### config.mk
export PLATFORM = sky130hd
export DESIGN_NAME = decoder_index_sequencer
export DESIGN_NICKNAME = d
export VERILOG_FILES = /design/src/rtl/decoder_pkg.sv /design/src/rtl/dwell_counter.sv /design/src/rtl/decoder_index_sequencer.sv
export SDC_FILE = /design/constraint.sdc
export NUM_CORES = 1
export LEC_CHECK = 0
export CAP_MARGIN = 20
export CORE_MARGIN = 3
export CORE_UTILIZATION = 45
export CTS_BUF_LIST = sky130_fd_sc_hd__clkbuf_8
export DETAILED_ROUTE_END_ITERATION = 8
export PLACE_DENSITY_LB_ADDON = 0.05
export SLEW_MARGIN = 20
export SYNTH_ARGS = -nofsm -noshare
export SYNTH_HDL_FRONTEND = slang
export SYNTH_SLANG_ARGS = --single-unit
### constraint.sdc
create_clock -name clk -period 2.37 [get_ports clk]
set_input_delay 0.3555 -clock clk [delete_from_list [all_inputs] [get_ports clk]]
set_output_delay 0.3555 -clock clk [all_outputs]
set_load 0.1 [all_outputs]
### src/rtl/decoder_pkg.sv
`default_nettype none
// ==========================================================================
// decoder_pkg: shared defaults and state encoding for the decoder slice.
// Revision: 1.0
// ==========================================================================
package decoder_pkg;

  localparam int N_DEF       = 3;
  localparam int DWELL_W_DEF = 8;

  typedef enum logic [0:0] {
    IDLE   = 1'b0,
    ACTIVE = 1'b1
  } seq_state_e;

endpackage : decoder_pkg
`default_nettype wire

### src/rtl/dwell_counter.sv
`default_nettype none
// ==========================================================================
// dwell_counter: loadable down-counter that saturates at zero.
// Revision: 1.0
// ==========================================================================
module dwell_counter #(
  parameter int DWELL_W = 8
) (
  input  logic               clk,
  input  logic               rst,
  input  logic               clr,
  input  logic               load,
  input  logic               en,
  input  logic [DWELL_W-1:0] load_val,
  output logic               zero
);

  logic [DWELL_W-1:0] cnt_d;
  logic [DWELL_W-1:0] cnt_q;

  always_comb begin
    cnt_d = cnt_q;
    if (clr) begin
      cnt_d = '0;
    end else if (load) begin
      cnt_d = load_val;
    end else if (en && (cnt_q != '0)) begin
      cnt_d = cnt_q - DWELL_W'(1);
    end
  end

  always_ff @(posedge clk or posedge rst) begin
    if (rst) begin
      cnt_q <= '0;
    end else begin
      cnt_q <= cnt_d;
    end
  end

  assign zero = (cnt_q == '0);

endmodule : dwell_counter
`default_nettype wire

### src/rtl/decoder_index_sequencer.sv
`default_nettype none
// ==========================================================================
// decoder_index_sequencer: steps a registered N-bit decoder select index
// through 0..last_idx (up or down) with a programmable per-index dwell.
// Revision: 1.0
// ==========================================================================
module decoder_index_sequencer
  import decoder_pkg::*;
#(
  parameter int N       = N_DEF,
  parameter int DWELL_W = DWELL_W_DEF
) (
  input  logic               clk,
  input  logic               rst,
  input  logic               start,
  input  logic               stop,
  input  logic               mode_cont,
  input  logic               dir_down,
  input  logic [N-1:0]       last_idx,
  input  logic [DWELL_W-1:0] dwell,
  output logic [N-1:0]       idx,
  output logic               idx_valid,
  output logic               busy,
  output logic               done,
  output logic               wrap
);

  seq_state_e         state_d,     state_q;
  logic [N-1:0]       idx_d,       idx_q;
  logic               idx_valid_d, idx_valid_q;
  logic               busy_d,      busy_q;
  logic               done_d,      done_q;
  logic               wrap_d,      wrap_q;
  logic               mode_cont_d, mode_cont_q;
  logic               dir_down_d,  dir_down_q;
  logic [N-1:0]       last_idx_d,  last_idx_q;
  logic [DWELL_W-1:0] dwell_d,     dwell_q;

  logic               cnt_clr;
  logic               cnt_load;
  logic               cnt_en;
  logic [DWELL_W-1:0] cnt_load_val;
  logic               cnt_zero;

  logic [N-1:0]       start_val;
  logic [N-1:0]       end_val;

  dwell_counter #(
    .DWELL_W (DWELL_W)
  ) u_dwell_counter (
    .clk      (clk),
    .rst      (rst),
    .clr      (cnt_clr),
    .load     (cnt_load),
    .en       (cnt_en),
    .load_val (cnt_load_val),
    .zero     (cnt_zero)
  );

  // Scan endpoints come from the latched config, never the live inputs.
  assign start_val = dir_down_q ? last_idx_q : '0;
  assign end_val   = dir_down_q ? '0 : last_idx_q;

  always_comb begin
    state_d      = state_q;
    idx_d        = idx_q;
    idx_valid_d  = idx_valid_q;
    busy_d       = busy_q;
    done_d       = 1'b0;
    wrap_d       = 1'b0;
    mode_cont_d  = mode_cont_q;
    dir_down_d   = dir_down_q;
    last_idx_d   = last_idx_q;
    dwell_d      = dwell_q;
    cnt_clr      = 1'b0;
    cnt_load     = 1'b0;
    cnt_en       = 1'b0;
    cnt_load_val = dwell_q;

    unique case (state_q)
      IDLE: begin
        idx_d       = '0;
        idx_valid_d = 1'b0;
        busy_d      = 1'b0;
        if (start && !stop) begin
          state_d      = ACTIVE;
          mode_cont_d  = mode_cont;
          dir_down_d   = dir_down;
          last_idx_d   = last_idx;
          dwell_d      = dwell;
          idx_d        = dir_down ? last_idx : '0;
          idx_valid_d  = 1'b1;
          busy_d       = 1'b1;
          cnt_load     = 1'b1;
          cnt_load_val = dwell;
        end
      end

      ACTIVE: begin
        if (stop) begin
          state_d     = IDLE;
          idx_d       = '0;
          idx_valid_d = 1'b0;
          busy_d      = 1'b0;
          cnt_clr     = 1'b1;
        end else if (!cnt_zero) begin
          cnt_en = 1'b1;
        end else if (idx_q != end_val) begin
          idx_d    = dir_down_q ? (idx_q - N'(1)) : (idx_q + N'(1));
          cnt_load = 1'b1;
        end else if (mode_cont_q) begin
          idx_d    = start_val;
          cnt_load = 1'b1;
          wrap_d   = 1'b1;
        end else begin
          state_d     = IDLE;
          idx_d       = '0;
          idx_valid_d = 1'b0;
          busy_d      = 1'b0;
          done_d      = 1'b1;
          cnt_clr     = 1'b1;
        end
      end

      default: begin
        state_d = IDLE;
      end
    endcase
  end

  always_ff @(posedge clk or posedge rst) begin
    if (rst) begin
      state_q     <= IDLE;
      idx_q       <= '0;
      idx_valid_q <= 1'b0;
      busy_q      <= 1'b0;
      done_q      <= 1'b0;
      wrap_q      <= 1'b0;
      mode_cont_q <= 1'b0;
      dir_down_q  <= 1'b0;
      last_idx_q  <= '0;
      dwell_q     <= '0;
    end else begin
      state_q     <= state_d;
      idx_q       <= idx_d;
      idx_valid_q <= idx_valid_d;
      busy_q      <= busy_d;
      done_q      <= done_d;
      wrap_q      <= wrap_d;
      mode_cont_q <= mode_cont_d;
      dir_down_q  <= dir_down_d;
      last_idx_q  <= last_idx_d;
      dwell_q     <= dwell_d;
    end
  end

  assign idx       = idx_q;
  assign idx_valid = idx_valid_q;
  assign busy      = busy_q;
  assign done      = done_q;
  assign wrap      = wrap_q;

endmodule : decoder_index_sequencer
`default_nettype wire

* Yosys cells after proc, flatten, opt, wreduce, memory -nomap -nowiden *
Index checks and enable logic that the tools add are counted.

storage, ports and cells
  flip-flop bits (word level) = 28
  latch bits = 0
  memory bits (writable) = 0
  bits in read-only memories = 0
  bits of input ports = 17
  output and inout bits = 7
  memories kept = 0

operators by class
  add/subtract/negate cells = 3
  multiply operators = 0
  div/mod/pow operators = 0
  magnitude comparators = 0
  eq/ne operators = 4
  shift operators = 0
  multiplexer cells = 43
  bitwise operators = 1
  reduce and logical (&&, ||, !) cells = 8

operators with widths
  kind                                                   number
  2-to-1 mux 8 bit                                       5
  2-to-1 mux 3 bit                                       9
  2-to-1 mux 1 bit                                       25
  logical NOT 8 bit                                      1
  nonzero test 8 bit                                     1
  subtractor 8 x 1 -> 8 bit, second input constant       1
  inequality test 3 bit, second input constant           2
  one-hot mux 1 bit (2 select lines)                     3
  one-hot mux 3 bit (2 select lines)                     1
  adder 3 x 1 -> 3 bit, second input constant            1
  inequality test 3 x 2 -> 1 bit, second input constant  1
  inequality test 3 bit                                  1
  AND reduction 3 bit                                    1
  nonzero test 3 bit                                     1
  subtractor 3 x 1 -> 3 bit, second input constant       1
  logical AND 1 bit                                      2
  AND reduction 2 bit                                    1
  logical NOT 1 bit                                      1
  inverter 1 bit                                         1

* Logic depth before layout (Yosys ltp) *
  depth after elaboration = 8
  gate-level depth with buffers = 8

* Hierarchy *
From an unflattened synthesis, not the netlist that was laid out.

second synthesis, totals
  cells, all modules = 149
  area total of the unflattened synthesis = 1590.3 sq um

by module, submodules not included
  module                   instances  cells each  area each (sq um)
  decoder_index_sequencer  1          88          1027.2
  dwell_counter            1          61          563.0

* Worst setup path after synthesis *
OpenSTA, ideal clock, no wires.

  kind = register to register
  start point = register idx_q[0] (netlist: idx[0])
  end point = register u_dwell_counter.cnt_q[3]
  arrival = 2.156 ns
  required time = 2.238 ns
  path slack = 0.083 ns
  stages on the path, launching flop included = 6
  buffers on the path = 0
  period minus slack after synthesis = 2.287 ns
  cells stage by stage = dfrtp_1 > or3b_1 > o2111ai_2 > a211o_2 > o21ai_2 > o31ai_1

on the way
  longest elaborated chain between the ends = 7

RTL lines
  item                                line                            text
  from (decl)                         decoder_index_sequencer.sv:29   logic [N-1:0] idx_d, idx_q;
  from (signal assigned)              decoder_index_sequencer.sv:145  idx_q <= idx_d;
  inequality test 3 bit *             decoder_index_sequencer.sv:108  end else if (idx_q != end_val) begin
  2-to-1 mux 1 bit                    decoder_index_sequencer.sv:108
  2-to-1 mux 1 bit                    decoder_index_sequencer.sv:106  end else if (!cnt_zero) begin
  2-to-1 mux 1 bit                    decoder_index_sequencer.sv:100  if (stop) begin
  one-hot mux 1 bit (2 select lines)  decoder_index_sequencer.sv:80   unique case (state_q)
  2-to-1 mux 8 bit                    dwell_counter.sv:25             end else if (load) begin
  2-to-1 mux 8 bit                    dwell_counter.sv:23             if (clr) begin
  to (signal assigned)                dwell_counter.sv:36             cnt_q <= cnt_d;
  to (decl)                           dwell_counter.sv:19             logic [DWELL_W-1:0] cnt_q;

Mark *: on every way between the ends. The rest lies on a longest branch, timed or not.
A chain may end at the register's enable or synchronous reset.

* Worst setup path in the final report *
  start point = register idx_q[0] (netlist: idx[0])
  end point = register u_dwell_counter.cnt_q[7]

The elaborated chain is that of the path after synthesis.

==> results.txt <==
Post-Synth XOR/XNOR Area: 0.0196
RePlAce Congestion: 0.908
CTS sink count: 28
post-route ant nets: 0
worst path required time: 2.55 ns
Clock Skew: 0.00427 ns
critical path's slowest cell: a211oi_4
largest family of logic cells by synthesized area: simple AND/OR/NAND/NOR gates
final setup fails: 0
Cells after Synth: 199
worst slew pin tran: 0.532 ns
Synth Area in Simple Gates: 0.263
utilization after layout: 0.568
Routed WL: 4460 µm
RSZ-0062 raised after global routing: no
vias in the first global route: 1535
Pre-Repair DR Iteration Count: 4
Die Footprint: 4770 µm²
post-synth top area cell: dfrtp_1
Layout Area Growth over Synthesis: 18.7%
CTS tree: yes
Avg WL per Cell: 16.4 µm
Slew Limit Fails: 0
Syn Area/Cell: 8.99 µm²
most used flip-flop cell after synthesis: dfrtp_1
Final Non-Filler Cells: 272
crit-path cells: o21ai_0, o2111ai_2, a211oi_4, a21oi_1, a31o_1
fin crit share: 0.862
sequential fraction of the synthesis area: 0.392
dpl cells: 268
Die W: 69.1 µm
reg-to-reg critical path startpoint: idx[0]
crit path buf inv count: 0
Post-CTS Hold Buffers: 0
CP Launch Point: idx[0]
Root Driver: clkbuf_8
clk_lat worst skew: 0.28 ns
most common cell after layout, fill and taps aside: nand2_1
min Tclk post-route: 2.04 ns
warnings from Yosys: 0
Max Cap Viol: 0
CP startpoint kind: flop
Total Routing Usage GR: 0.193
layout cells sized above 1: 0.179
Worst R2R Setup Slack: 0.33 ns
Worst Hold Class: primary input to asynchronous set/reset pin
area share of fa/ha/maj cells after synthesis: 0.0252
number of DRC markers in iteration 0: 150
CP max stage delay: 0.54 ns
most frequent cells in the layout: nand2_1, dfrtp_1, buf_4
drc violations: 0
outcome: finished, final reports clean
Synth area leaders: dfrtp_1, nand2_1, mux2i_1
number of vias per cell: 5.79
H-tree level count: 1
share of the synthesized area in the top cell type: 0.392
CTS resizes: 0
pin count of the biggest net entering global routing: 29
Post-Place Cell Area: 2070 µm²
mapped cell area: 1790 µm²
worst-path maximum fanout: 10
clk buf depth: 2
HPWL Detailed: 3240 µm
Initial Util: 0.478
# nets final: 245
setup TNS: 0 ns
Synthesized Nets: 219
Clock transition at path regs: 0.10 ns
worst reg-to-reg path cell count: 5
Arr. time, crit path: 2.22 ns
Synth cell types: 57
asr flop ratio synth: 1.00
core area: 3740 µm²
port bufs: 23
die height: 69.1 µm
Post-CTS Setup Inserts: 0
# diodes: 0
Leak Pwr: 0.945 nW
number of buffers created by CTS: 3
post-synthesis mux area share: 0.0510
global-route wire length before repair: 7560 µm
final instance area: 2120 µm²
post-synthesis compound-gate area fraction: 0.190
CP endpoint kind: flop
initial antenna violation count: 0
Pwr per Cell Area: 1150 nW/µm²
Seq cells post-synth: 28
cell family with most CP delay: compound AO/OA/AOI/OAI gates
Setup CP Type: flop to flop
total number of vias: 1574
Reg-to-Reg End: u_dwell_counter.cnt_q[7]
worst rel slew slack: 0.644
f_max: 490 MHz
I/O pins: 24
GRT overflow: 0
Rows: 22
maximum VDD drop: 0.434 mV
endpoints failing hold: 0
Post-synth EDFFs: 0
==> state kept, by name (all words and copies together) (netlist names) <==
register / cells
busy: 1
mode_cont_q: 1
dir_down_q: 1
last_idx_q: 3
wrap: 1
state_q: 1
done: 1
u_dwell_counter.cnt_q: 8
idx: 3
dwell_q: 8
==> worst max-delay path by stage <==
stage | end | slack [ns] | depth (start not counted)
floorplan | u_dwell_counter.cnt_q[3] | 0.08 | 5
global placement | u_dwell_counter.cnt_q[1] | 0.26 | 7
detailed placement | u_dwell_counter.cnt_q[1] | 0.20 | 7
CTS | u_dwell_counter.cnt_q[7] | 0.32 | 5
global route | u_dwell_counter.cnt_q[7] | 0.21 | 5
finish | u_dwell_counter.cnt_q[7] | 0.33 | 5
==> final cells by class <==
| type | count | area [µm²] |
|---|---|---|
| Timing Repair Buffer | 33 | 288 |
| Fill cell | 365 | 1620 |
| Clock buffer | 4 | 55.1 |
| Sequential cell | 28 | 701 |
| Multi-Input combinational cell | 150 | 987 |
| Tap cell | 48 | 60.1 |
| Inverter | 9 | 33.8 |
==> through the flow <==
| stage | worst slack (ns) | hold WS, ns | total power, mW |
|---|---|---|---|
| final | 0.328 | 0.435 | 2.44 |
| after global routing | 0.211 | 0.504 | 2.61 |
| after CTS | 0.319 | 0.449 | 2.44 |
| after detailed placement | 0.197 | 0.455 | 2.13 |
| after global placement | 0.259 | 0.457 | 2.12 |
| after floorplan | 0.0828 | 0.421 | 1.84 |
==> kinds of logic after synthesis <==
logic type | after synthesis
simple gates | 90
fa+ha+maj | 3
flops | 28
mux | 9
buf+inv | 21
compound gates | 44
xor+xnor | 4
==> cells in the mapped netlist, types with 2 or more instances <==
| cell type | count |
|---|---|
| buf_2 | 6 |
| buf_6 | 2 |
| a211oi_1 | 8 |
| a31oi_1 | 2 |
| inv_1 | 9 |
| xnor2_1 | 3 |
| nor4_1 | 7 |
| nor3_1 | 3 |
| and3_1 | 2 |
| nor2b_1 | 2 |
| clkbuf_1 | 2 |
| o21ai_0 | 4 |
| or3b_1 | 2 |
| ha_1 | 2 |
| and3_2 | 3 |
| o32ai_1 | 2 |
| dfrtp_1 | 28 |
| nand3_1 | 2 |
| nand2_1 | 43 |
| nor2_1 | 9 |
| a21oi_1 | 8 |
| or2_2 | 3 |
| o31ai_1 | 3 |
| o22ai_1 | 2 |
| mux2i_1 | 8 |
| nand2b_1 | 2 |
| a221oi_1 | 2 |
==> metal layers <==
layer,routed length [µm],track usage
met5,0,0
met2,2080,0.299
met4,38,0.0651
met1,2120,0.274
met3,224,0.0277
==> power breakdown <==
part           leakage (nW)  internal [mW]  switching (mW)
Sequential            0.361          0.613           0.202
Clock                0.0288          0.149           0.157
Combinational         0.555          0.534           0.787
==> worst register-to-register path: stages, from the launching register on <==
cell and delay [ns]:
dfrtp_1 0.47, o21ai_0 0.24, o2111ai_2 0.21, a211oi_4 0.54
a21oi_1 0.25, a31o_1 0.23
Note: power is estimated with default switching activity, not from simulation.
